<file path="src/rtl/next_pro_reader.sv">
// Sweeps the next-hop and proposal SRAMs row by row after a batch finishes and
// serializes each row's lanes into a valid/ready stream while tracking proposal statistics.
module next_pro_reader #(
    parameter int Q               = 16,
    parameter int NEXT_BW         = 4,
    parameter int NEXT_ADDR_SPACE = 4,
    parameter int PRO_BW          = 8,
    parameter int PRO_ADDR_SPACE  = 4,
    parameter int ROWS            = 16,
    parameter int SKIP_ZERO       = 1
) (
    input  logic                       clk,
    input  logic                       rst_n,
    input  logic                       start,
    input  logic [7:0]                 batch_num,
    output logic [NEXT_ADDR_SPACE-1:0] next_sram_raddr,
    input  logic [Q*NEXT_BW-1:0]       next_sram_rdata,
    output logic [PRO_ADDR_SPACE-1:0]  pro_sram_raddr,
    input  logic [Q*PRO_BW-1:0]        pro_sram_rdata,
    output logic                       out_valid,
    input  logic                       out_ready,
    output logic [15:0]                out_vid,
    output logic [NEXT_BW-1:0]         out_next,
    output logic [PRO_BW-1:0]          out_pro,
    output logic                       busy,
    output logic                       done,
    output logic [15:0]                pro_sum,
    output logic [PRO_BW-1:0]          pro_max
);

    localparam int LANE_W = (Q > 1) ? $clog2(Q) : 1;
    localparam int ROW_W  = (ROWS > 1) ? $clog2(ROWS) : 1;
    localparam logic [LANE_W-1:0] LAST_LANE = LANE_W'(Q - 1);
    localparam logic [ROW_W-1:0]  LAST_ROW  = ROW_W'(ROWS - 1);

    localparam logic [2:0] S_IDLE   = 3'd0;
    localparam logic [2:0] S_READ   = 3'd1;
    localparam logic [2:0] S_WAIT   = 3'd2;
    localparam logic [2:0] S_STREAM = 3'd3;
    localparam logic [2:0] S_DONE   = 3'd4;

    logic [2:0]           state;
    logic [ROW_W-1:0]     row;
    logic [LANE_W-1:0]    lane;
    logic [7:0]           batch_q;
    logic [Q*NEXT_BW-1:0] next_row_p1;
    logic [Q*PRO_BW-1:0]  pro_row_p1;

    logic [NEXT_BW-1:0] cur_next;
    logic [PRO_BW-1:0]  cur_pro;
    logic               eligible;
    logic               in_stream;
    logic               rd_phase;
    logic               lane_step;

    function automatic logic [15:0] sum_add(input logic [15:0] acc, input logic [PRO_BW-1:0] v);
        return acc + 16'(v);
    endfunction

    function automatic logic [PRO_BW-1:0] max_sel(input logic [PRO_BW-1:0] a, input logic [PRO_BW-1:0] b);
        return (b > a) ? b : a;
    endfunction

    assign cur_next  = next_row_p1[lane*NEXT_BW +: NEXT_BW];
    assign cur_pro   = pro_row_p1[lane*PRO_BW +: PRO_BW];
    assign eligible  = (SKIP_ZERO == 0) || (cur_pro != '0);
    assign in_stream = (state == S_STREAM);
    assign rd_phase  = (state == S_READ) || (state == S_WAIT);
    // Skipped lanes still take one cycle so every row costs the same time.
    assign lane_step = in_stream && (eligible ? out_ready : 1'b1);

    assign next_sram_raddr = rd_phase ? NEXT_ADDR_SPACE'(row) : '0;
    assign pro_sram_raddr  = rd_phase ? PRO_ADDR_SPACE'(row) : '0;

    assign out_valid = in_stream && eligible;
    assign out_vid   = out_valid ? {batch_q, 4'(row), 4'(lane)} : '0;
    assign out_next  = out_valid ? cur_next : '0;
    assign out_pro   = out_valid ? cur_pro : '0;
    assign busy      = (state != S_IDLE);
    assign done      = (state == S_DONE);

    always_ff @(posedge clk) begin
        if (!rst_n) begin
            state   <= S_IDLE;
            row     <= '0;
            lane    <= '0;
            batch_q <= '0;
            pro_sum <= '0;
            pro_max <= '0;
        end else begin
            case (state)
                S_IDLE: begin
                    if (start) begin
                        state   <= S_READ;
                        row     <= '0;
                        lane    <= '0;
                        batch_q <= batch_num;
                        pro_sum <= '0;
                        pro_max <= '0;
                    end
                end
                S_READ: state <= S_WAIT;
                S_WAIT: state <= S_STREAM;
                S_STREAM: begin
                    if (lane_step) begin
                        pro_sum <= sum_add(pro_sum, cur_pro);
                        pro_max <= max_sel(pro_max, cur_pro);
                        if (lane == LAST_LANE) begin
                            lane <= '0;
                            if (row == LAST_ROW) begin
                                state <= S_DONE;
                            end else begin
                                row   <= row + 1'b1;
                                state <= S_READ;
                            end
                        end else begin
                            lane <= lane + 1'b1;
                        end
                    end
                end
                S_DONE:  state <= S_IDLE;
                default: state <= S_IDLE;
            endcase
        end
    end

    // Row capture: registered SRAM data is valid during WAIT.
    always_ff @(posedge clk) begin
        if (state == S_WAIT) begin
            next_row_p1 <= next_sram_rdata;
            pro_row_p1  <= pro_sram_rdata;
        end
    end

endmodule

</file>
<file path="config.mk">
export PLATFORM = sky130hd
export DESIGN_NAME = next_pro_reader
export DESIGN_NICKNAME = d
export VERILOG_FILES = /design/src/rtl/next_pro_reader.sv
export SDC_FILE = /design/constraint.sdc
export NUM_CORES = 1
export LEC_CHECK = 0
export ABC_AREA = 1
export CAP_MARGIN = 10
export CORE_MARGIN = 2
export CORE_UTILIZATION = 35
export DETAILED_ROUTE_END_ITERATION = 12
export PLACE_DENSITY_LB_ADDON = 0.1
export SYNTH_ARGS = -nofsm -noshare
export SYNTH_HDL_FRONTEND = slang
export SYNTH_SLANG_ARGS = --single-unit
</file>
<file path="constraint.sdc">
create_clock -name clk -period 5.9 [get_ports clk]
set_input_delay 1.18 -clock clk [delete_from_list [all_inputs] [get_ports clk]]
set_output_delay 1.18 -clock clk [all_outputs]
set_load 0.1 [all_outputs]
</file>
# After elaboration in Yosys (flattened, before gate mapping)
# Cells that the tools add are included.
totals:
  regBits: 235
  in_bits: 204
  elab_cells: 62
classes:
  addsub: 3
  n_lt_le_gt_ge: 1
  n_eq_ne: 11
  n_shift: 2
  n_mux: 25
  n_reduce_logical: 12
ops:
  columns: ["op", "count"]
  rows:
  - ["128-bit by 8-bit indexed part select with 8-bit output", 1]
  - ["64-bit by 7-bit indexed part select with 4-bit output", 1]
  - ["16-bit two-way mux", 3]
  - ["4-bit two-way mux", 8]
  - ["8-bit two-way mux", 4]
  - ["16-bit case mux with 2 select lines", 1]
  - ["16-bit by 8-bit adder with 16-bit output", 1]
  - ["4-bit case mux with 2 select lines", 2]
  - ["8-bit case mux with 2 select lines", 1]
  - ["3-bit two-way mux", 4]
  - ["3-bit case mux with 4 select lines", 1]
  - ["4-bit by 1-bit adder with 4-bit output (second input constant)", 2]
  - ["4-bit == test (second input constant)", 2]
  - ["8-bit > comparator", 1]
  - ["8-bit nonzero test", 1]
  - ["3-bit by 2-bit == test with 1-bit output (second input constant)", 2]
  - ["2-bit by 1-bit != test with 1-bit output (second input constant)", 3]
  - ["3-bit AND reduction", 2]
  - ["5-bit AND reduction", 1]
  - ["2-bit != test (second input constant)", 2]
  - ["4-bit AND reduction", 1]
  - ["3-bit by 1-bit == test with 1-bit output (second input constant)", 1]
  - ["3-bit == test (second input constant)", 1]
  - ["3-bit logical NOT", 1]
  - ["6 further kinds", 7]

# Logic depth before layout (Yosys ltp)
depth:
  word_depth: 6
  depth_mapped: 24

# Worst setup path before layout
# Ideal clock, no wire load.
synth_path:
  path_type: "reg-to-output"
  startpoint: "reg lane[0]"
  endpoint: "out out_next[0]"
  arrival_ns: 3.857
  t_required_ns: 4.720
  path_slack_ns: 0.863
  stages_incl_launch_ff: 9
  path_cell_list: "dfxtp_1 buf_6 buf_2 buf_1 buf_2 nor2_1 o22ai_1 nand2_1 a311oi_1"
synth_via:
  elab_chain_len: 4
  word_cells_on_any_way: 5
  cone_classes: "shift: 2; mux: 1; reduce/logical: 2"
synth_rtl:
  columns: ["item", "line", "rtl"]
  rows:
  - ["from (decl)", "44", "logic [LANE_W-1:0] lane;"]
  - ["from (signal assigned)", "117", "lane <= lane + 1'b1;"]
  - ["128-bit by 8-bit indexed part select with 8-bit output", "65", "assign cur_pro = pro_row_p1[lane*PRO_BW +: PRO_BW];"]
  - ["8-bit nonzero test", "66", "assign eligible = (SKIP_ZERO == 0) || (cur_pro != '0);"]
  - ["1-bit logical AND", "75", "assign out_valid = in_stream && eligible;"]
  - ["4-bit two-way mux (*)", "77", "assign out_next = out_valid ? cur_next : '0;"]
  - ["to (decl)", "23", "output logic [NEXT_BW-1:0] out_next,"]
# Every way passes the cells marked *; elsewhere a longest branch is shown, timed or not.

# Worst setup path after layout
layout_path:
  startpoint: "reg lane[0]"
  endpoint: "out out_next[2]"
# The elaborated chain is that of the path after synthesis.

==> summary.md <==
| Metric | Value |
|---|---|
| TritonCTS Buffers | `26` |
| GRT met3 Usage | `0.02835` |
| Setup violators final | `0` |
| Reg clk slew, reported paths | `roughly 60 ps` |
| Fill cell count | `2772` |
| WL/cell | `17.23 µm` |
| Hold buffers post-CTS | `0` |
| R2R depth | `21` |
| Seq/Total Area, Yosys | `0.6253` |
| Final period utilization | `0.9012` |
| Synth area leader | `edfxtp_1` |
| DRT iter0 DRCs | `627` |
| Largest net degree at the start of global routing | `about 140` |
| Post-route ant nets | `0` |
| CTS tree | `done` |
| P per Cell Area | `355.0 nW/µm²` |
| Initial Util | `0.3566` |
| Top_reg_cell synth | `edfxtp_1` |
| Layout Skew | `between 9 and 10 ps` |
| Mapped Cells | `between 1k and 1.5k` |
| Endpoint class of the critical path | `output port` |
| Outcome | `finished, final reports clean` |
| Worst VDD drop | `just under 0.2 mV` |
| Seq cells post-synth | `between 200 and 250` |
| Core Area | `29720 µm²` |
| Pwr Total | `5.164 mW` |
| Setup tns final | `0 ps` |
| Total track usage | `0.1869` |
| Vert. Die Dim | `178 µm` |
| Commonest non-fill, non-tap cell in the layout | `nand2_1` |
| Routed WL | `30080 µm` |
| Drt via density | `4.784` |
| Clk buf depth | `3` |
| Max cap viols | `0` |
| Final min period | `5317 ps` |
| Flop2flop setup slack | `1960 ps` |
| Worst skew pair latency | `540 ps` |
| Chip width | `178 µm` |
| CP Class | `flop to output port` |
| Die area | `about 32000 µm²` |
| DR vias | `8352` |
| Pre-Repair DR Iteration Count | `5` |
| First-pass GRT wire length | `45310 µm` |
| Worst setup margin | `around 580 ps` |
| Most frequent cells in the layout | `274 x nand2_1, 237 x clkdlybuf4s50_1, 192 x edfxtp_1, 121 x nor2_1, 112 x nand3_1` |
| Port Buffers | `266` |
| DRC Markers | `0` |
| WP data required | `roughly 4700 ps` |
| Global placer's final weighted congestion | `0.8393` |
| Mapped Nets | `1316` |
| Yosys warns | `0` |
| GRT overflow | `0` |
| Min-delay worst type | `flop to flop` |
| Vias in the first global route | `a little over 8k` |
| Startpoint Class | `flop` |
| Reg-to-reg startpoint | `lane[0]` |
| Synth top area cells | `edfxtp_1 54%, nand2_1 9.7%, dfxtp_1 8.1%` |
| Layout area overhead | `37.27%` |
| Core Rows | `63` |
| Met1 global-route usage | `0.2596` |
| Hold-critical path depth | `2` |
| PostCTS Resize Cnt | `0` |
| CTS sink cnt | `235` |
| Number of synthesized flops with an enable pin | `192` |
| Hold wc startpoint | `batch_q[3]` |
| WP data arrival | `4140 ps` |
| DP Wirelength | `20600 µm` |
| H-tree depth | `1` |
| Layout cells sized above 1 | `0.07006` |
| Netlist cell types | `40` |
| RSZ-0062 raised after global routing | `no` |
| Maximum clock rate | `~190 MHz` |
| Pre-CTS WS | `1105 ps` |
| Post-CTS Repair Setup Buffers | `0` |
| Nets | `roughly 1.6k` |
| Hold Fails Final Rpt | `0` |
| Avg Cell Area, Syn | `9.695 µm²` |
| Antenna violations before repair | `1` |
| GR peak layer | `met2` |
| N_diodes | `0` |
| Hold Path End | `batch_q[3]` |
| Root buffer cell | `clkbuf_16` |
| LEAKAGE | `5.653 nW` |
| CP max FO | `63` |
| Max_slew headroom | `0.2912` |
| FFs w/ async S/R, synth | `0` |
| Met2 Resource Use GR | `0.3070` |
| Max-slew violations | `0` |
| # IOs | `267` |
| Synthesized area | `roughly 11000 µm²` |
| Slew @ Worst Pin | `around 1100 ps` |
| Worst r2r dst | `pro_sum[14]` |
| Area fraction of the dominant cell type after synthesis | `0.5441` |
-- state kept, by name (all words and copies together) (netlist names) --
signal and count:
pro_row_p1 128, next_row_p1 64, pro_sum 16, batch_q 8
pro_max 8, lane 4, row 4, state 3
-- cell families after synthesis --
group / count (synthesis) / synth area share
DFF: 235 / 0.6253
adders and majority gates: 19 / 0.02314
xor gates and xnor gates: 6 / 0.004960
and+or+nand+nor: 529 / 0.2077
AOI/OAI and AO/OA: 135 / 0.06967
buffers and inverters: 169 / 0.06919
-- where the power goes --
| group | internal (mW) | switching [mW] |
|---|---|---|
| sequential | 2.01 | 0.0765 |
| combinational | 0.448 | 0.940 |
| clock | 1.02 | 0.664 |
-- how the worst max path moves through the flow --
stage                     startpoint          end  depth (start not counted)
after floorplan              lane[0]  out_next[0]                          8
after global placement       lane[0]  out_next[2]                         16
after detailed placement     lane[0]  out_next[2]                         16
after CTS                    lane[0]  out_next[2]                         16
after global routing         lane[0]  out_next[2]                         16
final                        lane[0]  out_next[2]                         16
-- layout make-up --
cell class | count | area [µm²] | area share
Inverter | 110 | 422.9 | 0.02908
Multi-Input combinational cell | 689 | 3237 | 0.2225
Clock inverter | 18 | 220.2 | 0.01514
Tap cell | 390 | 488.0 | 0.03355
Sequential cell | 235 | 6633 | 0.4560
Timing Repair Buffer | 275 | 2883 | 0.1982
Clock buffer | 29 | 661.9 | 0.04551
-- layer usage --
| metal | wire length (µm) | vias to the layer above | part of all wire |
|---|---|---|---|
| li1 | - | 4151 | - |
| met1 | 13750 | 3901 | 0.46 |
| met2 | 13950 | 251 | 0.46 |
| met3 | 1660 | 47 | 0.055 |
| met4 | 705 | 2 | 0.023 |
| met5 | 11 | - | 0.00037 |
-- synth_stat cells, types with 4 or more instances --
cell type	count
edfxtp_1	192
o21ai_1	10
inv_2	9
nand4_1	7
nor2_1	121
dfxtp_1	43
buf_6	4
nand3_1	112
clkbuf_1	25
a21oi_1	46
o21ai_0	51
o22ai_1	13
inv_1	100
ha_1	18
buf_2	14
buf_4	13
nand2_1	274
-- per-stage QoR --
stage          hold slack [ps]  utilization  std cells  area, µm²
2_1_floorplan            430.1            -       1093      10600
3_3_place_gp             440.3       0.4598       1699      13660
3_5_place_dp             445.3       0.4598       1699      13660
4_1_cts                  455.4       0.4895       1746      14550
5_1_grt                  477.9       0.4895       1746      14550
6_report                 451.1       0.4895       1746      14550
-- critical path, stage by stage, from the launching register on --
cell and delay (ps):
dfxtp_4 650, buf_4 630, nand2_1 110, nand2_1 100, nand2_1 60, nand3_1 80, nand3_1 100, nand2_1 240
inv_1 90, nand2_1 80, nor2_1 50, nand2_2 100, nand2_1 410, inv_1 270, nand2_1 70, a31oi_1 250
buf_12 220
Power figures use the tool's default switching activity.
